## src/rtl/pipe_ctrl.sv

```systemverilog
// Pipeline sequencer: arbitrates jtag reset, interrupt, execute jump, halt and stalls
// into registered PC redirect, hold level and core-reset controls.
module pipe_ctrl #(
  parameter int unsigned FLUSH_CYCLES = 1,
  parameter int unsigned RST_CYCLES   = 2
) (
  input  logic        clk,
  input  logic        rst,
  input  logic        jump_req_ex_i,
  input  logic [31:0] jump_addr_ex_i,
  input  logic        int_req_i,
  input  logic [31:0] int_addr_i,
  input  logic        hold_ex_i,
  input  logic        hold_bus_i,
  input  logic        jtag_halt_req_i,
  input  logic        jtag_reset_req_i,
  output logic        jump_flag_o,
  output logic [31:0] jump_addr_o,
  output logic [2:0]  hold_flag_o,
  output logic        jtag_reset_flag_o,
  output logic        int_ack_o,
  output logic        halted_o
);

  if (FLUSH_CYCLES < 1 || FLUSH_CYCLES > 15) begin : g_bad_flush_cycles
    $error("pipe_ctrl: FLUSH_CYCLES must be in 1..15");
  end
  if (RST_CYCLES < 1 || RST_CYCLES > 15) begin : g_bad_rst_cycles
    $error("pipe_ctrl: RST_CYCLES must be in 1..15");
  end

  typedef enum logic [1:0] {
    S_RUN   = 2'd0,
    S_FLUSH = 2'd1,
    S_HALT  = 2'd2,
    S_JRST  = 2'd3
  } state_e;

  localparam logic [2:0] HOLD_NONE = 3'd0;
  localparam logic [2:0] HOLD_PC   = 3'd1;
  localparam logic [2:0] HOLD_IF   = 3'd2;
  localparam logic [2:0] HOLD_ID   = 3'd3;

  // Counters hold the number of cycles still to run after the one being entered.
  localparam logic [3:0] FLUSH_LOAD = 4'(FLUSH_CYCLES);
  localparam logic [3:0] RST_LOAD   = 4'(RST_CYCLES - 1);

  state_e      state_q, state_d;
  logic [3:0]  cnt_q, cnt_d;
  logic        jump_flag_q, jump_flag_d;
  logic [31:0] jump_addr_q, jump_addr_d;
  logic [2:0]  hold_q, hold_d;
  logic        jrst_q, jrst_d;
  logic        ack_q, ack_d;
  logic        halted_q, halted_d;

  logic [2:0]  stall_lvl;
  logic        redirect_ok;
  logic        int_take;
  logic        jump_take;

  assign stall_lvl   = hold_ex_i ? HOLD_ID : (hold_bus_i ? HOLD_PC : HOLD_NONE);
  // Blocking a redirect right after another keeps jump_flag/int_ack single-cycle.
  assign redirect_ok = !jump_flag_q;
  assign int_take    = int_req_i && !hold_ex_i && redirect_ok;
  assign jump_take   = jump_req_ex_i && redirect_ok;

  always_comb begin
    state_d     = state_q;
    cnt_d       = cnt_q;
    jump_flag_d = 1'b0;
    jump_addr_d = jump_addr_q;
    hold_d      = HOLD_NONE;
    jrst_d      = 1'b0;
    ack_d       = 1'b0;
    halted_d    = 1'b0;

    if (jtag_reset_req_i) begin
      state_d = S_JRST;
      cnt_d   = RST_LOAD;
      jrst_d  = 1'b1;
      hold_d  = HOLD_ID;
    end else begin
      case (state_q)
        S_JRST: begin
          if (cnt_q != 4'd0) begin
            cnt_d  = cnt_q - 4'd1;
            jrst_d = 1'b1;
            hold_d = HOLD_ID;
          end else if (jtag_halt_req_i) begin
            state_d  = S_HALT;
            halted_d = 1'b1;
            hold_d   = HOLD_ID;
          end else begin
            state_d = S_RUN;
            hold_d  = stall_lvl;
          end
        end
        S_HALT: begin
          if (jtag_halt_req_i) begin
            halted_d = 1'b1;
            hold_d   = HOLD_ID;
          end else begin
            state_d = S_RUN;
            hold_d  = stall_lvl;
          end
        end
        default: begin
          if (int_take) begin
            state_d     = S_FLUSH;
            cnt_d       = FLUSH_LOAD;
            jump_flag_d = 1'b1;
            jump_addr_d = int_addr_i;
            ack_d       = 1'b1;
          end else if (jump_take) begin
            state_d     = S_FLUSH;
            cnt_d       = FLUSH_LOAD;
            jump_flag_d = 1'b1;
            jump_addr_d = jump_addr_ex_i;
          end else if (state_q == S_FLUSH && cnt_q != 4'd0) begin
            cnt_d  = cnt_q - 4'd1;
            hold_d = (stall_lvl == HOLD_ID) ? HOLD_ID : HOLD_IF;
          end else if (jtag_halt_req_i && !hold_ex_i) begin
            state_d  = S_HALT;
            halted_d = 1'b1;
            hold_d   = HOLD_ID;
          end else begin
            state_d = S_RUN;
            hold_d  = stall_lvl;
          end
        end
      endcase
    end
  end

  always_ff @(posedge clk or posedge rst) begin
    if (rst) begin
      state_q     <= S_RUN;
      cnt_q       <= 4'd0;
      jump_flag_q <= 1'b0;
      jump_addr_q <= 32'h0;
      hold_q      <= HOLD_NONE;
      jrst_q      <= 1'b0;
      ack_q       <= 1'b0;
      halted_q    <= 1'b0;
    end else begin
      state_q     <= state_d;
      cnt_q       <= cnt_d;
      jump_flag_q <= jump_flag_d;
      jump_addr_q <= jump_addr_d;
      hold_q      <= hold_d;
      jrst_q      <= jrst_d;
      ack_q       <= ack_d;
      halted_q    <= halted_d;
    end
  end

  assign jump_flag_o       = jump_flag_q;
  assign jump_addr_o       = jump_addr_q;
  assign hold_flag_o       = hold_q;
  assign jtag_reset_flag_o = jrst_q;
  assign int_ack_o         = ack_q;
  assign halted_o          = halted_q;

endmodule

```

## config.mk

```make
export PLATFORM = sky130hd
export DESIGN_NAME = pipe_ctrl
export DESIGN_NICKNAME = d
export VERILOG_FILES = /design/src/rtl/pipe_ctrl.sv
export SDC_FILE = /design/constraint.sdc
export NUM_CORES = 1
export LEC_CHECK = 0
export ABC_AREA = 1
export ABC_CLOCK_PERIOD_IN_PS = 2900
export CAP_MARGIN = 20
export CORE_UTILIZATION = 30
export CTS_CLUSTER_DIAMETER = 100
export DETAILED_ROUTE_END_ITERATION = 8
export MAX_ROUTING_LAYER = met4
export PLACE_DENSITY = 0.63
export REMOVE_ABC_BUFFERS = 1
export SLEW_MARGIN = 0
export SYNTH_ARGS = -nofsm -noshare
export SYNTH_HDL_FRONTEND = slang
export SYNTH_SLANG_ARGS = --single-unit
```

## constraint.sdc

```tcl
create_clock -name clk -period 2.9 [get_ports clk]
set_input_delay 0.58 -clock clk [delete_from_list [all_inputs] [get_ports clk]]
set_output_delay 0.58 -clock clk [all_outputs]
set_load 0.05 [all_outputs]
```

# Yosys cells after proc, flatten, opt, wreduce, memory -nomap -nowiden
# Index checks and enable logic that the tools add are counted.
[word_totals] mem_count=0 ram_bits=0 in_bits=72 reg_bits=45 romBits=0 output_inout_bits=39 latchBits=0 elab_cells=80
[op_classes] n_bitwise=2 div_mod_pow=0 n_mux=46 shift=0 reduce_logical=14 n_eq_ne=9 order_cmp=0 add_sub_neg=1 multipliers=0
[ops] cell="32-bit 2-to-1 mux" n=2
[ops] cell="2-bit 2-to-1 mux" n=15
[ops] cell="4-bit 2-to-1 mux" n=5
[ops] cell="1-bit 2-to-1 mux" n=19
[ops] cell="3-bit != test, second input constant" n=3
[ops] cell="3-bit AND reduction" n=3
[ops] cell="4-bit one-hot mux with 2 select lines" n=1
[ops] cell="2-bit equality test, second input constant" n=3
[ops] cell="6-bit by 4-bit != test with 1-bit output, second input constant" n=1
[ops] cell="3-bit one-hot mux with 2 select lines" n=1
[ops] cell="1-bit logical AND" n=5
[ops] cell="5-bit nonzero test" n=1
[ops] cell="2-bit one-hot mux with 2 select lines" n=1
[ops] cell="4-bit nonzero test" n=1
[ops] cell="4-bit by 1-bit subtractor with 4-bit output, second input constant" n=1
[ops] cell="3-bit 2-to-1 mux" n=1
[ops] cell="2-bit by 1-bit equality test with 1-bit output, second input constant" n=1
[ops] cell="1-bit logical NOT" n=2
[ops] cell="2-bit != test, second input constant" n=1
[ops] cell="1-bit inverter" n=2
[ops] cell="1-bit one-hot mux with 2 select lines" n=1
[ops] cell="2-bit nonzero test" n=1
[ops] cell="2-bit OR reduction" n=1

# Logic depth before layout (Yosys ltp)
[depth] word_depth=9 depth_mapped=8 depth_no_buf=8

# Worst setup path before layout
# No wires, ideal clock.
[synth_timing] kind="register to register" start="register jump_flag_q (netlist: jump_flag_o)" end="register jump_addr_q[26] (netlist: jump_addr_o[26])" path_slack_ns=1.386 setup_ns=0.123 path_stages_with_launch=8 arrival_ns=1.391 synth_period_minus_slack_ns=1.514 required_time_ns=2.777 path_buffers=1 cell_sequence="dfrtp_1 > nor2_4 > nand2_4 > nand2_4 > inv_2 > clkbuf_1 > o21ai_0 > nand2_1"
[synth_between] elab_chain_len=4 word_cells_on_any_way=6 classes_between="mux: 1; reduce/logical: 5"
[synth_rtl] element="start: declaration" line_no="50" text="logic jump_flag_q, jump_flag_d;"
[synth_rtl] element="start signal: assignment" line_no="149" text="jump_flag_q <= jump_flag_d;"
[synth_rtl] element="1-bit logical NOT (*)" line_no="64" text="assign redirect_ok = !jump_flag_q;"
[synth_rtl] element="1-bit logical AND, on equally long branches" line_no="65, 66"
[synth_rtl] element="2-bit nonzero test (no source line)"
[synth_rtl] element="3-bit AND reduction (no source line)"
[synth_rtl] element="end signal: assignment" line_no="150" text="jump_addr_q <= jump_addr_d;"
[synth_rtl] element="end: declaration" line_no="51" text="logic [31:0] jump_addr_q, jump_addr_d;"
# Every way passes the cells marked *; elsewhere a longest branch is shown, timed or not.
# A chain may end at the register's enable or synchronous reset.

# Worst setup path after layout
[layout_timing] start="register jump_flag_q (netlist: jump_flag_o)" end="output port jump_flag_o"
[layout_rtl] element="end: declaration" line_no="17" text="output logic jump_flag_o,"
# No word-level cell between the ends.

==> key figures <==
Logic synthesis
  • Cell taking the most area after synthesis: sky130_fd_sc_hd__dfrtp_1
  • Proportion of synthesized chip area in sequential cells: 46.5%
  • Number of library cell types mapped by synthesis: 22
  • Post-Synthesis Cell Area: around 0.0024 sq mm
  • Register bit total from synthesis: 44
  • Number of cells produced by synthesis: between 300 and 400
  • Avg Inst Size Synth: approximately 7.2 sq um
  • Area share of the largest cell type after synthesis: 46.5%
  • Number of warning messages in the yosys log: 0
  • Area contributors post-synth: sky130_fd_sc_hd__dfrtp_1 47%, sky130_fd_sc_hd__nand2_1 23%, sky130_fd_sc_hd__nand3_1 8.7%

Floorplanning
  • Width of the die: 90.8 microns
  • Die H: 90.8 microns
  • Floorplan row count: 32
  • Placeable Area: between 0.007 and 0.008 sq mm
  • Total die area: about 0.0083 sq mm
  • Initial Utilization: between 30% and 40%
  • Number of top-level pins: 111

Drt
  • Final ANT Viol Nets: 0
  • Routed length per instance: roughly 12 microns
  • Amount of wire on met2 after detailed routing: 2980 microns
  • Number of search-and-repair iterations in the first detailed-routing pass: 4
  • WL met3: about 470 microns
  • Iteration-0 DRC Markers: between 70 and 80
  • Routed vias: 2440
  • Total wirelength of the detailed-routed design: around 6300 microns
  • Final routed DRC violation total: 0
  • Post-Route M1 WL: around 2800 microns
  • Drt via density: between 4 and 5
  • Topmost layer with routed signal wires: met4

CTS
  • Number of cells upsized or downsized after cts: 0
  • Number of buffers added by the clock tree synthesis step: 5
  • Clock latency at the later pin of the worst-skew pair: ~0.29 ns
  • # hold bufs at CTS: 0
  • Clk root buf: sky130_fd_sc_hd__clkbuf_8
  • Clock tree from TritonCTS: built
  • TritonCTS sink count: 44
  • Post CTS Setup Buffer Count: 0
  • Post-CTS clock slew at the launch and capture registers of the worst setup and hold paths: ~0.07 ns
  • Maximum buffer depth of the clock tree: 2
  • Count of H-tree levels built during CTS: 2

STA
  • Share of the clock period used by the worst path after layout: between 70% and 80%
  • Rel. slew slack: between 30% and 40%
  • Post-layout minimum cycle time: approximately 2.1 ns
  • RSZ-0062 raised after global routing: no
  • Setup-failing EPs final: 0
  • Hold Fails Final Rpt: 0
  • Slew @ Worst Pin: 0.900 ns
  • Fin Clk Skew: between 0.003 and 0.004 ns
  • FMAX: about 480 MHz
  • Sum of negative setup slack: 0 ns
  • Smallest hold slack: slightly below 0.5 ns
  • Number of pins exceeding their max-slew limit in the final report: 0

Layout
  • Commonest non-fill, non-tap cells in the layout: 147 x sky130_fd_sc_hd__nand2_1, 109 x sky130_fd_sc_hd__clkdlybuf4s50_1, 44 x sky130_fd_sc_hd__dfrtp_1
  • Share of cells above drive strength 1: roughly 4.6%
  • Filler Cell Count: around 810
  • Nets: roughly 510
  • Most frequent standard cell in the layout excluding fill and tap cells: sky130_fd_sc_hd__nand2_1
  • Antenna diode count: 0
  • Layout area overhead: 53.3%

Global routing
  • Remaining global-route overflow: 0
  • GR Util All Layers: between 10% and 20%
  • Vias in the first global route: about 2400
  • Maximum number of pins on one net before global-route repair: between 40 and 50
  • First-pass GRT wire length: between 10000 and 15000 microns
  • Initial antenna violation count: 0

Critical path
  • Kind of start point of the critical path: flop
  • Arrival time at the worst endpoint: 1.52 ns
  • CP max stage delay: 0.82 ns
  • Classification of the worst setup path: reg2out
  • WP buf/inv: 1
  • Critical path's top delay family: buffers and inverters
  • Critical path's slowest cell: sky130_fd_sc_hd__clkdlybuf4s50_1
  • Worst EP required: about 2.3 ns
  • Sort of element at the end of the critical path: output pin
  • Ordered list of cells on the worst path: clkdlybuf4s50_1
  • Worst Path Max Fanout: 3

Power
  • Worst IR drop on VDD: between 0.0002 and 0.0003 V
  • Reported leakage power: approximately 1.7 nW
  • Power per Cell Area: 904 mW/mm^2

Placed design
  • I/O Buffers: roughly 110
  • Routability congestion estimate: ~0.81
  • HPWL Detailed: roughly 4500 microns

Flow run
  • Count of max-cap constraint violations: 0

Outcome
  • Run status: finished, final reports clean

Min path
  • Class of the tightest hold or removal check: reg2reg
## worst paths after layout
kind	from	depth (start not counted)	endpoint	slack, ns
worst min register to register	jump_addr_o[0]$_DFFE_PP0P_	2	jump_addr_o[0]$_DFFE_PP0P_	0.48
max in group asynchronous	rst	2	jump_addr_o[11]$_DFFE_PP0P_	1.53
worst max-delay path	jump_flag_o$_DFF_PP0_	1	jump_flag_o	0.80
worst min-delay path	jump_addr_o[0]$_DFFE_PP0P_	2	jump_addr_o[0]$_DFFE_PP0P_	0.48
worst max register to register	jump_flag_o$_DFF_PP0_	8	jump_addr_o[19]$_DFFE_PP0P_	1.26
min in group asynchronous	rst	2	int_ack_o$_DFF_PP0_	0.81
## per-layer routing
layer / global-route usage, % / vias up
li1: - / 1252
met1: 19.3 / 1115
met2: 28.8 / 69
met3: 5.13 / 4
met4: 5.16 / 0
met5: - / -
## worst reg2reg max path, cell delays in order, from the launching register on
cell and delay [ns]:
sky130_fd_sc_hd__dfrtp_1 0.41, sky130_fd_sc_hd__inv_1 0.05, sky130_fd_sc_hd__nand2_1 0.14, sky130_fd_sc_hd__nand2_4 0.08, sky130_fd_sc_hd__inv_2 0.38, sky130_fd_sc_hd__nor2_4 0.14
sky130_fd_sc_hd__buf_12 0.19, sky130_fd_sc_hd__nand2_1 0.08, sky130_fd_sc_hd__nand2_1 0.05
## where the power goes
part / internal, mW / switching [mW]
Sequential: 0.858 / 0.131
Clock: 0.194 / 0.194
Combinational: 0.632 / 1.27
Total: 1.68 / 1.59
## stage by stage
stage / instances / worst slack, ns / power [mW] / instance area (sq um) / util [%]
after floorplan: 311 / 0.611 / 2.21 / 2270 / -
after global placement: 527 / 0.609 / 2.90 / 3540 / 46.0
after detailed placement: 527 / 0.557 / 2.92 / 3540 / 46.0
after CTS: 535 / 0.778 / 3.32 / 3630 / 47.2
after global routing: 535 / 0.691 / 3.51 / 3630 / 47.2
final: 535 / 0.797 / 3.28 / 3630 / 47.2
## state kept, by name (all words and copies together), names as in the netlist
| signal | flops |
|---|---|
| int_ack_o | 1 |
| hold_flag_o | 2 |
| halted_o | 1 |
| jtag_reset_flag_o | 1 |
| state_q | 2 |
| jump_flag_o | 1 |
| cnt_q | 4 |
| jump_addr_o | 32 |
## final cells by class
type,count,area [sq um],area share [%]
inverters,15,56.3,1.55
flip-flops and latches,44,1100,30.3
repair buffers,114,1140,31.4
well taps,102,128,3.52
clock buffers,8,90.1,2.48
multi-input cells,252,1110,30.7
## synthesized netlist by cell type, drive strengths merged
cell type,number
nand3,41
ha,2
o211ai,1
dfrtp,44
or2,1
buf,10
clkbuf,10
nand2,150
nor3,1
nor2,14
inv,15
a21oi,3
nand4,2
xnor2,1
conb,1
o21ai,35
## logic make-up (layout without fill, tap and decap cells)
kind of cell             count (synthesis)  count (layout)  share of synthesized area [%]
adder cells (fa/ha/maj)                  2               2                           1.06
flip-flops                              44              44                           46.5
AND/OR/NAND/NOR                        209             209                           37.1
other                                    1               1                          0.158
AO/OA/AOI/OAI                           39              39                           8.35
buffers and inverters                   35             137                           6.50
XOR/XNOR                                 1               1                          0.370
Power figures use the tool's default switching activity.
